<file path="config.mk">
export PLATFORM = sky130hd
export DESIGN_NAME = alu_scheduler
export DESIGN_NICKNAME = d
export VERILOG_FILES = /design/src/rtl/alu_scheduler.sv
export SDC_FILE = /design/constraint.sdc
export NUM_CORES = 1
export LEC_CHECK = 0
export BUFFER_PORTS_ARGS = -buffer_cell sky130_fd_sc_hd__buf_2
export CAP_MARGIN = 10
export CORE_AREA = 2 2 108 110
export CTS_CLUSTER_SIZE = 14
export DETAILED_ROUTE_END_ITERATION = 10
export DIE_AREA = 0 0 110 112
export GPL_ROUTABILITY_DRIVEN = 0
export GPL_TIMING_DRIVEN = 0
export PLACE_DENSITY = 0.8
export SYNTH_ARGS = -nofsm -noshare
export SYNTH_HDL_FRONTEND = slang
export SYNTH_SLANG_ARGS = --single-unit
</file>
<file path="constraint.sdc">
create_clock -name clk_i -period 2.85 [get_ports clk_i]
set_input_delay 0.855 -clock clk_i [delete_from_list [all_inputs] [get_ports clk_i]]
set_output_delay 0.855 -clock clk_i [all_outputs]
set_load 0.005 [all_outputs]
</file>
<file path="src/rtl/alu_scheduler.sv">
// alu_scheduler
//   Shares one external combinational ALU between N_REQ requesters. Each
//   transaction takes three states. IDLE grants a requester and captures its
//   operands. EXEC samples the ALU output. RESP presents the result until the
//   granted requester accepts it. Arbitration is round-robin: after each
//   response handshake the priority pointer moves to the slot after the one
//   just served.
//
// Parameters
//   N_REQ   number of requesters (2..8)
//   DATA_W  operand / result width (32)
//
// Ports
//   clk_i, rst_i              clock, synchronous active-high reset
//   req_valid_i / req_ready_o per-requester request handshake
//   req_a_i, req_b_i, req_op_i per-requester operands and ALU control code
//   resp_valid_o / resp_ready_i per-requester response handshake
//   resp_result_o, resp_zero_o, resp_err_o  shared response payload
//   alu_a_o, alu_b_o, alu_control_o  operands to the external ALU
//   alu_result_i, alu_zero_i  combinational ALU outputs
module alu_scheduler #(
  parameter int N_REQ  = 2,
  parameter int DATA_W = 32
) (
  input  logic                          clk_i,
  input  logic                          rst_i,
  input  logic [N_REQ-1:0]              req_valid_i,
  output logic [N_REQ-1:0]              req_ready_o,
  input  logic [N_REQ-1:0][DATA_W-1:0]  req_a_i,
  input  logic [N_REQ-1:0][DATA_W-1:0]  req_b_i,
  input  logic [N_REQ-1:0][3:0]         req_op_i,
  output logic [N_REQ-1:0]              resp_valid_o,
  input  logic [N_REQ-1:0]              resp_ready_i,
  output logic [DATA_W-1:0]             resp_result_o,
  output logic                          resp_zero_o,
  output logic                          resp_err_o,
  output logic [DATA_W-1:0]             alu_a_o,
  output logic [DATA_W-1:0]             alu_b_o,
  output logic [3:0]                    alu_control_o,
  input  logic [DATA_W-1:0]             alu_result_i,
  input  logic                          alu_zero_i
);

  localparam int IDX_W = (N_REQ > 1) ? $clog2(N_REQ) : 1;

  typedef enum logic [1:0] {IDLE, EXEC, RESP} state_t;

  state_t             state_q, state_d;
  logic [IDX_W-1:0]   ptr_q;
  logic [IDX_W-1:0]   gnt_idx;
  logic               gnt_found;
  logic               req_hs, resp_hs;
  logic [N_REQ-1:0]   req_ready_c, resp_valid_c;

  logic [IDX_W-1:0]   gnt_p0;
  logic [DATA_W-1:0]  a_p0, b_p0;
  logic [3:0]         op_p0;
  logic [DATA_W-1:0]  result_p1;
  logic               zero_p1, err_p1;

  function automatic logic [IDX_W-1:0] wrap_inc(input logic [IDX_W-1:0] idx);
    if (int'(idx) >= N_REQ - 1) return '0;
    return idx + 1'b1;
  endfunction

  // Round-robin search starting at the priority pointer.
  always_comb begin
    int               cand;
    logic [IDX_W-1:0] cand_idx;
    gnt_found = 1'b0;
    gnt_idx   = ptr_q;
    cand      = 0;
    cand_idx  = '0;
    for (int i = 0; i < N_REQ; i++) begin
      cand = int'(ptr_q) + i;
      if (cand >= N_REQ) cand = cand - N_REQ;
      cand_idx = IDX_W'(cand);
      if (!gnt_found && req_valid_i[cand_idx]) begin
        gnt_found = 1'b1;
        gnt_idx   = cand_idx;
      end
    end
  end

  always_ff @(posedge clk_i) begin
    if (rst_i) state_q <= IDLE;
    else       state_q <= state_d;
  end

  always_comb begin
    state_d      = state_q;
    req_ready_c  = '0;
    resp_valid_c = '0;
    req_hs       = 1'b0;
    resp_hs      = 1'b0;
    case (state_q)
      IDLE: begin
        if (gnt_found) begin
          req_ready_c[gnt_idx] = 1'b1;
          req_hs               = 1'b1;
          state_d              = EXEC;
        end
      end
      EXEC: state_d = RESP;
      RESP: begin
        resp_valid_c[gnt_p0] = 1'b1;
        if (resp_ready_i[gnt_p0]) begin
          resp_hs = 1'b1;
          state_d = IDLE;
        end
      end
      default: state_d = IDLE;
    endcase
    // Reset wins over everything, including a handshake in the same cycle.
    if (rst_i) begin
      req_ready_c  = '0;
      resp_valid_c = '0;
      req_hs       = 1'b0;
      resp_hs      = 1'b0;
      state_d      = IDLE;
    end
  end

  // Stage p0: grant and operand capture (IDLE -> EXEC)
  // Stage p1: ALU result capture (EXEC -> RESP)
  always_ff @(posedge clk_i) begin
    if (rst_i) begin
      ptr_q     <= '0;
      gnt_p0    <= '0;
      a_p0      <= '0;
      b_p0      <= '0;
      op_p0     <= '0;
      result_p1 <= '0;
      zero_p1   <= 1'b0;
      err_p1    <= 1'b0;
    end else begin
      if (req_hs) begin
        gnt_p0 <= gnt_idx;
        a_p0   <= req_a_i[gnt_idx];
        b_p0   <= req_b_i[gnt_idx];
        op_p0  <= req_op_i[gnt_idx];
      end
      if (state_q == EXEC) begin
        result_p1 <= alu_result_i;
        zero_p1   <= alu_zero_i;
        err_p1    <= (op_p0 > 4'd9);
      end
      if (resp_hs) ptr_q <= wrap_inc(gnt_p0);
    end
  end

  // Outputs read as zero for the whole reset cycle, not just after the edge.
  assign req_ready_o   = req_ready_c;
  assign resp_valid_o  = resp_valid_c;
  assign alu_a_o       = rst_i ? '0 : a_p0;
  assign alu_b_o       = rst_i ? '0 : b_p0;
  assign alu_control_o = rst_i ? '0 : op_p0;
  assign resp_result_o = rst_i ? '0 : result_p1;
  assign resp_zero_o   = rst_i ? 1'b0 : zero_p1;
  assign resp_err_o    = rst_i ? 1'b0 : err_p1;

endmodule

</file>
==> results.cfg, run 1 <==
[run_status]
status = completed

[final_layout]
final_cell_area_mm2 = 0.00680
multi_input_area_mm2 = 0.00243
drive_above_1_share_pct = 43.2
area_growth_syn_to_layout_pct = 40.5
ff_latch_area_mm2 = 0.00212
fill_cells = 1032
fin_nets = 990
fin_util_pct = 60.9
stdcell_count = 967

[floorplan]
die_h_um = 112
core_area_mm2 = 0.0112
io_pins = 281
fp.dieArea_mm2 = 0.0123
rows = 39
dieWidth_um = 110
start_util_pct = 43.3

[worst_hold_path]
hold_class = flop to flop
min-delay-start = err_p1

[place]
placed_cells = 945
place_ws_ns = -0.262
placed_cell_area_mm2 = 0.00641
hpwl_mm = 12.0
port_buffers = 279

[clocking]
cts_tree = yes
numCtsBuffers = 9
path_clk_slew_ns = 0.07
cts-hold-fix-buffers = 0
h-tree-depth = 3
clk_latency_ns = 0.35
clock_sinks = 106
clock_tree.root_cell = clkbuf_16
cts_buffer_depth = 2

[logic_synthesis]
synth_edf_count = 0
ys_seq_area_share_pct = 43.9
yosys_warnings = 0
synth_nets = 698
synth_cell_types = 28
ys.flop_type = dfxtp_1
synth_mux_area_share_pct = 0
synth_cells = 523
synth-simple-area-share_pct = 27.6
synth_commonest_cells = dfxtp_1 (106), nor2b_1 (104), a221o_1 (68)
ys_ff_latch = 106
synth.most_common_cell = dfxtp_1
synthTopCellsByArea = dfxtp_1 (44%), a221o_1 (14%), nor2b_1 (13%)
synthAdderAreaFrac_pct = 0
synth_compound_area_share_pct = 22.5
synth_top_family_by_area = simple AND/OR/NAND/NOR gates
synth-xor-area-share_pct = 0
synth_top_area_cell = dfxtp_1
synth_top_area_share_pct = 43.9
ys_async_sr_fraction_pct = 0
avgSynthCellArea_um2 = 9.25
netlist_area_mm2 = 0.00484

[worst_setup_path]
crit_buf_inv = 4
critPathCaptureType = primary output
crit_slowest_cell = or3_1
crit_family = simple AND/OR/NAND/NOR gates
r2r_start = state_q[1]
worstPathCellList = buf_2 > or3_1 > buf_6 > nor3b_4 > buf_6 > buf_2
cp-start-kind = input pin
critical_path.startpoint = rst_i
path_class = input pin to primary output
arrival_ns = 1.95
path_max_fanout = 6
cp.required_ns = 2.00
max_stage_delay_ns = 0.33

[timing]
skew_ns = 0.00411
period_needed_ns = 2.80
setup_violations = 0
tightest_slew_ns = 0.518
fin_ws_ns = 0.0471
slew_violations = 0
maxSlewHeadroom_pct = 65.5
rsz0062_at_grt = false
max_freq_mhz = 357
finalHoldViolCount = 0
period_share_pct = 98.3

[grt]
grt_antenna_before_repair = 4
grt_pass1_wl_mm = 23.6
grt-ovfl-total = 0
grt_max_degree = 19
grt_use_total_pct = 24.6
grt_pass1_vias = 4880

[flow_run]
drv_cap = 0

[route]
first_pass_iters = 4
wl_per_cell_um = 16.1
via_count = 5023
wl_mm = 15.6
drt_iter0_drc = 299
drtAntennaViolNets = 0
drc = 0
viasPerCell = 5.19

[pwr]
power.leakage_nw = 3.33
total_power_mw = 3.81
ir_worst_vdd_uv = 396
power_density_mw_per_mm2 = 560
==> per-layer routing <==
metal	vias up	share of wire (%)	track usage (%)
met5	-	0	0
met4	0	2.7	9.37
met3	27	7.5	5.15
met2	202	49	42.7
met1	2301	41	29.4
li1	2493	-	-
==> logic make-up (layout without fill, tap and decap cells) <==
logic type / count (synthesis) / count (layout)
simple gates: 242 / 242
compound gates: 118 / 118
flops: 106 / 106
buf+inv: 57 / 354
other cells: 0 / 4
==> placed cells by master (no fill, tap or decap), types with 12 or more instances in the layout <==
master    Yosys  final
buf_2        25    303
dfxtp_1     106    106
nor2b_1     104    104
a221o_1      68     68
nand2_1      63     63
nor3_1       50     50
o22a_1       33     33
clkbuf_1     22     12
==> worst paths after layout <==
| path | end | slack (ns) | cells after the start |
|---|---|---|---|
| max | req_ready_o[1] | 0.05 | 6 |
| min | err_p1 | 0.45 | 2 |
| max reg2reg | a_p0[28] | 1.14 | 6 |
| min reg2reg | err_p1 | 0.45 | 2 |
==> cell type report <==
class                   count  area share, %
diodes                      4          0.147
plain buffers              56           4.60
well taps                 143           2.63
repair buffers            281           20.8
inverters                   1         0.0552
clock buffers               9           3.31
clock inverters             7           1.49
multi-input cells         360           35.8
flip-flops and latches    106           31.2
==> registers in the layout, summed over array words and instances, names as in the netlist <==
name and count:
b_p0 32, err_p1 1, zero_p1 1, gnt_p0 1, result_p1 32, ptr_q 1
a_p0 32, op_p0 4, state_q 2
==> where the power goes <==
| part | internal (mW) | switching (mW) |
|---|---|---|
| Clock | 0.780 | 0.574 |
| Combinational | 0.389 | 0.391 |
| Sequential | 1.64 | 0.0361 |
| Total | 2.81 | 1.00 |
==> worst reg2reg max path: stages (launching register included) <==
cell	delay, ns
dfxtp_1	0.37
or3_1	0.41
buf_6	0.16
nor3b_4	0.22
buf_6	0.14
buf_4	0.19
a221o_1	0.17
==> per-stage QoR <==
stage / setup TNS (ns) / hold WS, ns
2_1_floorplan: 0 / 0.427
4_1_cts: 0 / 0.453
3_5_place_dp: -0.724 / 0.445
5_1_grt: 0 / 0.474
3_3_place_gp: -0.681 / 0.439
6_report: 0 / 0.452
==> repair_timing <==
action,in CTS,in global routing
endpoints found under the setup margin,15,41
pin swaps,1,1
resized for setup,7,14
buffers inserted,2,0
hold endpoints to repair,0,0
Note: power is estimated with default switching activity, not from simulation.
==> run 2, diff against run 1 <==
- BUFFER_PORTS_ARGS: -buffer_cell sky130_fd_sc_hd__buf_2 -> -buffer_cell sky130_fd_sc_hd__buf_4
- CORE_AREA: 2 2 108 110 -> not set
- CORE_ASPECT_RATIO: not set -> 1.4
- CORE_MARGIN: not set -> 1.5
- CORE_UTILIZATION: not set -> 35
- DIE_AREA: 0 0 110 112 -> not set
- MAX_ROUTING_LAYER: not set -> met4
- PLACE_DENSITY: 0.8 -> 0.66
==> run 2 against run 1 <==
Net effect: hold slack lost 0.0039 ns; utilization shrank 5.0 points; clock skew grew 0.0034 ns; maximum frequency grew 0.79%; die area grew 18%; sequential share of layout area shrank 3.0 points; wire length grew 9.8%; critical path depth is the same; largest power group unchanged; non-clock buffer count grew 1; register-to-register slack gained 0.02 ns; sequential power is essentially flat; combinational power grew 16%.
==> results.cfg, run 2 (same netlist as run 1, synthesis figures left out) <==
[worst_hold_path]
min-delay-start = err_p1
holdPathStages = 2
worstHoldEndpoint = err_p1
hold_class = flop to flop

[route]
wl_per_cell_um = 17.0
drt_iter0_drc = 141
first_pass_iters = 7
drtAntennaViolNets = 0
drc = 0
wl_mm = 17.1
viasPerCell = 5.06
via_count = 5075

[grt]
gr-usage-met3_pct = 4.42
grt_pass1_vias = 5108
grt_pass1_wl_mm = 26.2
grt_use_total_pct = 24.1
grt-ovfl-total = 0
grt.busiest_layer = met2
met1_usage_pct = 27.0
grt_use_met2_pct = 40.7
grt_max_degree = 20
grt_antenna_before_repair = 0

[flow_run]
drv_cap = 0

[worst_setup_path]
max_stage_delay_ns = 0.30
crit_slowest_cell = or3_1
r2r_end = a_p0[31]
r2r_cells = 6
crit_top_cell = buf_4
cp.required_ns = 2.00
crit_buf_inv = 4
crit_family = buffers and inverters
cp-start-kind = input pin
worstPathCellList = buf_4 > or3_1 > buf_2 > nor3b_4 > buf_6 > buf_4
path_depth = 6
r2r_start = state_q[1]
critPathCaptureType = primary output
arrival_ns = 1.93
r2r_slack_ns = 1.16
path_max_fanout = 6
path_class = input pin to primary output

[final_layout]
reg_top3 = a_p0 x32, b_p0 x32, result_p1 x32
fin_util_pct = 55.9
final_cell_mix = buf_4 (283), dfxtp_1 (106), nor2b_1 (104), a221o_1 (68), nand2_1 (63)
final_cell_area_mm2 = 0.00752
fin_nets = 991
area_growth_syn_to_layout_pct = 55.4
drive_above_1_share_pct = 42.9
antenna_cells = 0
layout_commonest_cell = buf_4
stdcell_count = 1003
fill_cells = 1247

[run_status]
status = completed

[clocking]
numCtsBuffers = 9
cts_tree = yes
clock_tree.root_cell = clkbuf_16
clk_latency_ns = 0.35
cts-hold-fix-buffers = 0
path_clk_slew_ns = 0.08
h-tree-depth = 3
cts_buffer_depth = 2
clock_sinks = 106

[pwr]
power.leakage_nw = 3.47
power_density_mw_per_mm2 = 516
ir_worst_vdd_uv = 246

[timing]
setup_violations = 0
skew_ns = 0.00755
finalHoldViolCount = 0
maxSlewHeadroom_pct = 64.9
max_freq_mhz = 360
slew_violations = 0
rsz0062_at_grt = false
period_needed_ns = 2.78
tightest_slew_ns = 0.527
period_share_pct = 97.6

[floorplan]
start_util_pct = 36.0
dieWidth_um = 102
die_h_um = 142
fp.dieArea_mm2 = 0.0145
rows = 50
io_pins = 281
core_area_mm2 = 0.0135

[place]
port_buffers = 279
hpwl_mm = 13.4
placed_cell_area_mm2 = 0.00716
placed_cells = 984
## run 2: worst max-delay path by stage
stage,startpoint,to,slack [ns]
final,rst_i,req_ready_o[1],0.07
after global routing,rst_i,req_ready_o[1],0.003
after CTS,rst_i,req_ready_o[0],-0.04
after detailed placement,rst_i,req_ready_o[0],-0.15
after global placement,rst_i,req_ready_o[0],-0.16
after floorplan,rst_i,req_ready_o[1],0.36
## run 2: timing repair
item	CTS	global route
setup endpoints to repair	11	40
buffers inserted	2	1
pin swaps	1	2
gates cloned	0	0
resized for setup	5	10
## run 2: cell type report
class	count	area, µm²	area share, %
multi-input combinational	360	2430	32.4
clock buffer	9	225	3.00
tap	182	228	3.03
buffer	56	303	4.03
timing repair buffer	282	2120	28.2
clock inverter	7	83.8	1.12
inverter	1	3.75	0.0499
sequential	106	2120	28.2
## run 2: stage by stage
stage                     TNS [ns]  hold slack, ns  worst slack, ns  power, mW
after floorplan                  0           0.427            0.359       2.15
after detailed placement    -0.304           0.440           -0.154       2.61
after global routing             0           0.461          0.00336       4.06
after CTS                  -0.0386           0.450          -0.0386       3.92
final                            0           0.448           0.0690       3.88
after global placement      -0.218           0.438           -0.158       2.59
## run 2: power by group
group	internal, mW	switching [mW]
logic	0.499	0.403
clock network	0.698	0.602
registers	1.64	0.0373
## run 2: worst min-delay path, cell delays in order, from the launching register on
cell,delay [ns]
dfxtp_1,0.31
nand2_1,0.05
a21oi_1,0.05
## run 2: layer usage
| layer | vias up | wire length (µm) |
|---|---|---|
| met5 | - | 0 |
| met4 | 0 | 636 |
| met3 | 39 | 1090 |
| li1 | 2489 | - |
| met2 | 207 | 8710 |
| met1 | 2340 | 6660 |
